==> config.mk <==
export PLATFORM = sky130hd
export DESIGN_NAME = huffman_decoder
export DESIGN_NICKNAME = d
export VERILOG_FILES = /design/src/rtl/huffman_decoder_pkg.sv /design/src/rtl/huffman_decoder_match.sv /design/src/rtl/huffman_decoder.sv
export SDC_FILE = /design/constraint.sdc
export NUM_CORES = 1
export LEC_CHECK = 0
export ABC_AREA = 1
export BUFFER_PORTS_ARGS = -buffer_cell sky130_fd_sc_hd__buf_2
export CAP_MARGIN = 20
export CORE_ASPECT_RATIO = 0.75
export CORE_UTILIZATION = 55
export CTS_CLUSTER_SIZE = 28
export DETAILED_ROUTE_END_ITERATION = 6
export PLACE_DENSITY_LB_ADDON = 0.05
export SLEW_MARGIN = 20
export SYNTH_ARGS = -nofsm -noshare
export SYNTH_HDL_FRONTEND = slang
export SYNTH_HIERARCHICAL = 1
export SYNTH_SLANG_ARGS = --single-unit
==> constraint.sdc <==
create_clock -name clk -period 5.8 [get_ports clk]
set_input_delay 0.29 -clock clk [delete_from_list [all_inputs] [get_ports clk]]
set_output_delay 0.29 -clock clk [all_outputs]
set_load 0.05 [all_outputs]
==> src/rtl/huffman_decoder_pkg.sv <==
// Shared definitions for the Huffman decoder: table geometry, FSM state codes,
// the table-entry record and a low-bit mask helper.
package huffman_decoder_pkg;

    localparam int unsigned HUF_NUM_SYM = 8;
    localparam int unsigned HUF_MAX_LEN = 7;

    localparam logic [1:0] ST_IDLE   = 2'd0;
    localparam logic [1:0] ST_LOAD   = 2'd1;
    localparam logic [1:0] ST_DECODE = 2'd2;
    localparam logic [1:0] ST_DONE   = 2'd3;

    typedef struct packed {
        logic [3:0]             ch;
        logic [2:0]             len;
        logic [HUF_MAX_LEN-1:0] code;
    } tab_entry_t;

    function automatic logic [31:0] low_mask(input int unsigned n);
        low_mask = (n >= 32) ? '1 : ((32'd1 << n) - 32'd1);
    endfunction

endpackage

==> src/rtl/huffman_decoder_match.sv <==
// Parallel codeword compare of the pending prefix plus the incoming bit against
// every table entry; the lowest matching index wins.
module huff_match
    import huffman_decoder_pkg::*;
#(
    parameter int unsigned NUM_SYM = HUF_NUM_SYM,
    parameter int unsigned MAX_LEN = HUF_MAX_LEN,
    parameter int unsigned CNT_W   = 3,
    parameter int unsigned IDX_W   = 3
) (
    input  tab_entry_t         i_tab [NUM_SYM],
    input  logic [MAX_LEN-2:0] i_acc,
    input  logic               i_bit,
    input  logic [CNT_W-1:0]   i_cnt,
    output logic               o_hit,
    output logic [IDX_W-1:0]   o_idx
);

    logic [31:0]        w_need;
    logic [MAX_LEN-1:0] w_mask;
    logic [MAX_LEN-1:0] w_word;

    assign w_need = 32'(i_cnt) + 32'd1;
    assign w_mask = MAX_LEN'(low_mask(w_need));
    assign w_word = {i_acc, i_bit} & w_mask;

    always_comb begin
        o_hit = 1'b0;
        o_idx = '0;
        for (int unsigned i = 0; i < NUM_SYM; i++) begin
            if (!o_hit && (32'(i_tab[i].len) == w_need) &&
                ((MAX_LEN'(i_tab[i].code) & w_mask) == w_word)) begin
                o_hit = 1'b1;
                o_idx = IDX_W'(i);
            end
        end
    end

endmodule

==> src/rtl/huffman_decoder.sv <==
// Huffman stream decoder: loads a code table, then decodes a serial bit stream
// one bit per strobe, emitting characters, error pulses and an end-of-stream pulse.
module huffman_decoder
    import huffman_decoder_pkg::*;
#(
    parameter int unsigned NUM_SYM = HUF_NUM_SYM,
    parameter int unsigned MAX_LEN = HUF_MAX_LEN
) (
    input  logic               clk,
    input  logic               rst,
    input  logic               in_valid_tab,
    input  logic [3:0]         tab_char,
    input  logic [2:0]         tab_len,
    input  logic [MAX_LEN-1:0] tab_code,
    input  logic               in_valid_bit,
    input  logic               in_bit,
    input  logic               in_last,
    output logic               out_valid,
    output logic [3:0]         out_char,
    output logic               out_err,
    output logic               out_done,
    output logic               busy
);

    localparam int unsigned IDX_W = (NUM_SYM > 1) ? $clog2(NUM_SYM) : 1;
    localparam int unsigned CNT_W = $clog2(MAX_LEN + 1);

    tab_entry_t         r_tab [NUM_SYM];
    logic               r_tab_valid;
    logic [1:0]         r_state;
    logic [IDX_W-1:0]   r_load_idx;
    logic [MAX_LEN-2:0] r_acc;
    logic [CNT_W-1:0]   r_cnt;
    logic               r_valid;
    logic [3:0]         r_char_out;
    logic               r_err;
    logic               r_done;

    logic               w_tab_we;
    logic [IDX_W-1:0]   w_wr_idx;
    logic               w_take;
    logic               w_full;
    logic               w_hit;
    logic [IDX_W-1:0]   w_idx;

    assign w_tab_we = in_valid_tab && ((r_state == ST_IDLE) || (r_state == ST_LOAD));
    assign w_wr_idx = (r_state == ST_IDLE) ? '0 : r_load_idx;
    // A loaded table also decodes from IDLE; a table strobe in IDLE takes priority.
    assign w_take   = in_valid_bit && r_tab_valid &&
                      ((r_state == ST_DECODE) || ((r_state == ST_IDLE) && !in_valid_tab));
    assign w_full   = (r_cnt == CNT_W'(MAX_LEN - 1));

    huff_match #(
        .NUM_SYM (NUM_SYM),
        .MAX_LEN (MAX_LEN),
        .CNT_W   (CNT_W),
        .IDX_W   (IDX_W)
    ) u_match (
        .i_tab (r_tab),
        .i_acc (r_acc),
        .i_bit (in_bit),
        .i_cnt (r_cnt),
        .o_hit (w_hit),
        .o_idx (w_idx)
    );

    always_ff @(posedge clk) begin
        if (w_tab_we) begin
            r_tab[w_wr_idx] <= '{ch: tab_char, len: tab_len, code: tab_code};
        end
    end

    always_ff @(posedge clk) begin
        if (rst) begin
            r_state     <= ST_IDLE;
            r_tab_valid <= 1'b0;
            r_load_idx  <= '0;
            r_acc       <= '0;
            r_cnt       <= '0;
            r_valid     <= 1'b0;
            r_char_out  <= '0;
            r_err       <= 1'b0;
            r_done      <= 1'b0;
        end else begin
            r_valid    <= 1'b0;
            r_char_out <= '0;
            r_err      <= 1'b0;
            r_done     <= 1'b0;
            case (r_state)
                ST_IDLE: begin
                    if (in_valid_tab) begin
                        r_acc <= '0;
                        r_cnt <= '0;
                        if (NUM_SYM == 1) begin
                            r_tab_valid <= 1'b1;
                            r_state     <= ST_DECODE;
                        end else begin
                            r_tab_valid <= 1'b0;
                            r_load_idx  <= IDX_W'(1);
                            r_state     <= ST_LOAD;
                        end
                    end
                end
                ST_LOAD: begin
                    if (!in_valid_tab) begin
                        r_err      <= 1'b1;
                        r_load_idx <= '0;
                        r_state    <= ST_IDLE;
                    end else if (r_load_idx == IDX_W'(NUM_SYM - 1)) begin
                        r_tab_valid <= 1'b1;
                        r_load_idx  <= '0;
                        r_state     <= ST_DECODE;
                    end else begin
                        r_load_idx <= r_load_idx + IDX_W'(1);
                    end
                end
                ST_DONE: begin
                    // A truncated last codeword already raised out_done on entry.
                    r_done  <= !r_done;
                    r_state <= ST_IDLE;
                end
                default: ;
            endcase

            if (w_take) begin
                if (w_hit) begin
                    r_valid    <= 1'b1;
                    r_char_out <= r_tab[w_idx].ch;
                end else if (w_full || in_last) begin
                    r_err <= 1'b1;
                end
                if (w_hit || w_full || in_last) begin
                    r_acc <= '0;
                    r_cnt <= '0;
                end else begin
                    r_acc <= (MAX_LEN - 1)'({r_acc, in_bit});
                    r_cnt <= r_cnt + CNT_W'(1);
                end
                if (in_last) begin
                    r_done  <= !w_hit && !w_full;
                    r_state <= ST_DONE;
                end else begin
                    r_state <= ST_DECODE;
                end
            end
        end
    end

    assign out_valid = r_valid;
    assign out_char  = r_char_out;
    assign out_err   = r_err;
    assign out_done  = r_done;
    assign busy      = (r_state == ST_LOAD) || (r_state == ST_DECODE);

endmodule

==> results.rst <==
.. list-table::
   :header-rows: 1

   * - Metric
     - Value
   * - Total routed wirelength
     - about 15000 um
   * - Seq cells post-synth
     - between 100 and 150
   * - Worst setup path endpoint
     - out_char[1]
   * - Initial Utilization
     - 0.5680
   * - Number of detailed-routing iterations run before antenna repair
     - 5
   * - Crit path launch
     - r_cnt[0]
   * - Number of buffers created by CTS
     - 17
   * - Slew @ Worst Pin
     - between 0.9 and 1 ns
   * - Mapped Avg Cell Area
     - about 10 um^2
   * - Nets
     - roughly 730
   * - Top-area cell type share of the netlist area
     - 0.5061
   * - Kind of path behind the tightest hold check
     - input port to register
   * - Dominant cell type by area after synthesis
     - edfxtp_1
   * - Routed via count
     - between 4000 and 5000
   * - Ratio of final minimum period to clock period
     - 0.7872
   * - Commonest cells after routing, fill and taps aside
     - 116 x nand2_1, 112 x edfxtp_1, 90 x nor2_1, 49 x nand3_1, 47 x inv_1
   * - DR WL/cell
     - between 15 and 20 um
   * - RePlAce Congestion
     - ~0.93
   * - Worst Clk Skew
     - 0.01029 ns
   * - Clk root buf
     - clkbuf_16
   * - Data arrival time of the worst path
     - roughly 4.9 ns
   * - Sequential cell area fraction in the yosys report
     - 0.5724
   * - Largest net degree at the start of global routing
     - 18
   * - DPL Wire Length
     - roughly 11000 um
   * - Die footprint
     - between 10000 and 15000 um^2
   * - Core Region
     - approximately 12000 um^2
   * - Number of pins with negative max-slew slack in the final report
     - 0
   * - Reg-to-reg critical path startpoint
     - r_cnt[0]
   * - Launching element type of the critical path
     - register
   * - Std cell rows
     - 34
   * - All-Layer GR Usage
     - 0.2626
   * - Max IR drop VDD
     - around 0.22 mV
   * - Chip width
     - about 130 um
   * - Initial DRC Count
     - around 390
   * - Max_slew headroom
     - 0.3561
   * - Avg Vias per Cell
     - 5.355
   * - DIE HEIGHT
     - between 90 and 100 um
   * - Port Buf Inserts
     - 27
   * - Layout overhead on the synthesized area
     - 13.69%
   * - Layout fillers
     - between 900 and 1000
   * - Clk Latency, worst-skew pair
     - about 0.42 ns
   * - Setup Buffers After CTS
     - 0
   * - Most common cell after layout, fill and taps aside
     - nand2_1
   * - Worst reg2reg path depth
     - 21
   * - Leakage
     - approximately 2.9 nW
   * - Run status
     - finished clean
   * - Number of distinct library cell variants in the gate-level netlist after synthesis
     - 38
   * - Antenna Violating Nets Remaining
     - 0
   * - Capture instance of the worst register-to-register path
     - out_char[1]
   * - Largest stage delay on the critical path
     - between 0.7 and 0.8 ns
   * - Final hold slack
     - between 0.1 and 0.15 ns
   * - CTS-repair resized insts
     - 0
   * - Final Setup Violations
     - 0
   * - CTS tree
     - yes
   * - Slowest cell on crit path
     - dfxtp_1
   * - Number of antenna violations at the first check in global routing
     - 0
   * - Critical path peak fanout
     - 17
   * - WP data required
     - 6.11 ns
   * - WS Path Type
     - register to register
   * - Syn Inst Count
     - ~660
   * - Number of violations of the max-capacitance limit
     - 0
   * - Fraction of layout instances using a drive strength above 1
     - 0.1799
   * - Post-Route Utilization
     - 0.6458
   * - Setup slack on the worst flop-to-flop path
     - 1.23 ns
   * - Highest attainable clock frequency
     - 219.0 MHz
   * - Clock-pin slew on the worst setup and hold paths
     - approximately 0.060 ns
   * - Global-route wire length before repair
     - 23590 um
   * - Ordered cell list for the critical path
     - ha_1 > nand2_1 > nand2_4 > nand2_2 > ha_1 > nor2_1 > nand2_1 > nand2_1 > nor2_1 > nand3_1 > nor2_1 > nand3_1 > nor2_1 > nand4_2 > nand4_1 > o21ai_2 > inv_2 > o21ai_0 > o21ai_0 > nor2_1 > nor2_1
   * - Critical Path End Type
     - register
   * - Synth top area cells
     - edfxtp_1 51%, dfxtp_1 6.6%, nand2_1 6.6%
   * - Hold Vio Cnt, Final
     - 0
   * - Num Clock Sinks
     - 134
   * - Setup repair after global routing missed its margin
     - no
   * - Pwr/cell area
     - ~330 nW/um^2
   * - Post-detailed-route DRC marker count
     - 0
   * - Number of buffers inserted by hold repair at cts
     - 0
   * - CTS H-Tree Depth
     - 4
   * - CP most frequent cell
     - nor2_1
   * - Count of boundary I/O pins
     - 28
   * - Sum Neg Setup Slack
     - 0 ns
   * - Number of nets in the synthesized netlist
     - around 690
   * - Number of global-route vias before repair
     - ~4300
   * - Yosys synthesis warning count
     - 6
   * - Final min period
     - roughly 4.6 ns
   * - Global-route congestion overflow total
     - 0
   * - Diode count
     - 0
   * - Number of buffers on the longest clock path
     - 2
   * - Cell area after synthesis
     - around 6600 um^2
-- through the flow --
step | std cells | instance area, um^2 | setup slack (ns) | power, W
final | 868 | 7555 | 1.234 | 0.002505
after global routing | 868 | 7555 | 0.6333 | 0.002605
after CTS | 867 | 7547 | 1.306 | 0.002520
after detailed placement | 835 | 6960 | 1.325 | 0.001471
after global placement | 835 | 6960 | 1.538 | 0.001462
after floorplan | 655 | 6645 | 2.431 | 0.001374
-- state kept, by name, summed over array words and instances (netlist names), 2 cells and up --
register	count
out_char	4
r_cnt	3
r_tab	112
r_load_idx	3
r_acc	6
r_state	2
-- worst min path at each step --
stage	startpoint	to	slack [ns]	cells after the start
after detailed placement	r_tab_valid	r_tab_valid	0.46	2
after floorplan	tab_code[0]	r_tab[0]	0.39	0
after global placement	r_tab_valid	r_tab_valid	0.45	2
final	tab_char[3]	r_tab[27]	0.14	1
after global routing	tab_len[0]	r_tab[105]	0.15	1
after CTS	tab_len[2]	r_tab[23]	0.13	1
-- worst max-delay path, delay by kind of cell (launching register included) --
kind / cells / cell delay, ns
buffers and inverters: 1 / 0.25
AO/OA/AOI/OAI: 3 / 0.84
AND/OR/NAND/NOR: 15 / 1.92
adder cells (fa/ha/maj): 2 / 0.67
flip-flops: 1 / 0.77
-- kinds of logic (layout without fill, tap and decap cells) --
kind of cell | after synthesis | in the layout | synth area share
buf+inv | 70 | 121 | 0.04387
fa+ha+maj | 14 | 14 | 0.02636
simple gates | 318 | 318 | 0.2299
flops | 134 | 134 | 0.5724
compound gates | 63 | 63 | 0.05366
xor+xnor | 56 | 56 | 0.07381
-- cell type report --
class,instances,area [um^2],share of cell area
clock buffer,17,425.4,0.05631
clock inverter,15,161.4,0.02136
inverter,53,198.9,0.02633
multi-input combinational,451,2560,0.3389
sequential,134,3804,0.5035
tap,162,202.7,0.02683
timing repair buffer,36,202.7,0.02683
-- power by group --
part	switching (W)	internal [W]
Sequential	0.0000258	0.00110
Combinational	0.000233	0.0000934
Clock	0.000441	0.000609
-- layer usage --
layer / GRT usage / vias up / share of wire
met5: 0 / - / 0
met1: 0.3931 / 2173 / 0.49
met4: 0.07783 / 0 / 0.014
li1: - / 2273 / -
met2: 0.3742 / 179 / 0.41
met3: 0.06718 / 23 / 0.083
-- cell usage after synthesis (all sizes together) --
| library cell | number |
|---|---|
| nor2 | 102 |
| nand3 | 53 |
| xnor2 | 15 |
| a21oi | 27 |
| or2 | 4 |
| a22oi | 1 |
| nor3 | 6 |
| ha | 14 |
| buf | 12 |
| and2 | 1 |
| edfxtp | 112 |
| clkbuf | 5 |
| nand3b | 2 |
| inv | 53 |
| nand4 | 13 |
| xor2 | 41 |
| o21ai | 32 |
| dfxtp | 22 |
| o211ai | 3 |
| nor3b | 1 |
| nand2 | 136 |
Power figures use the tool's default switching activity.
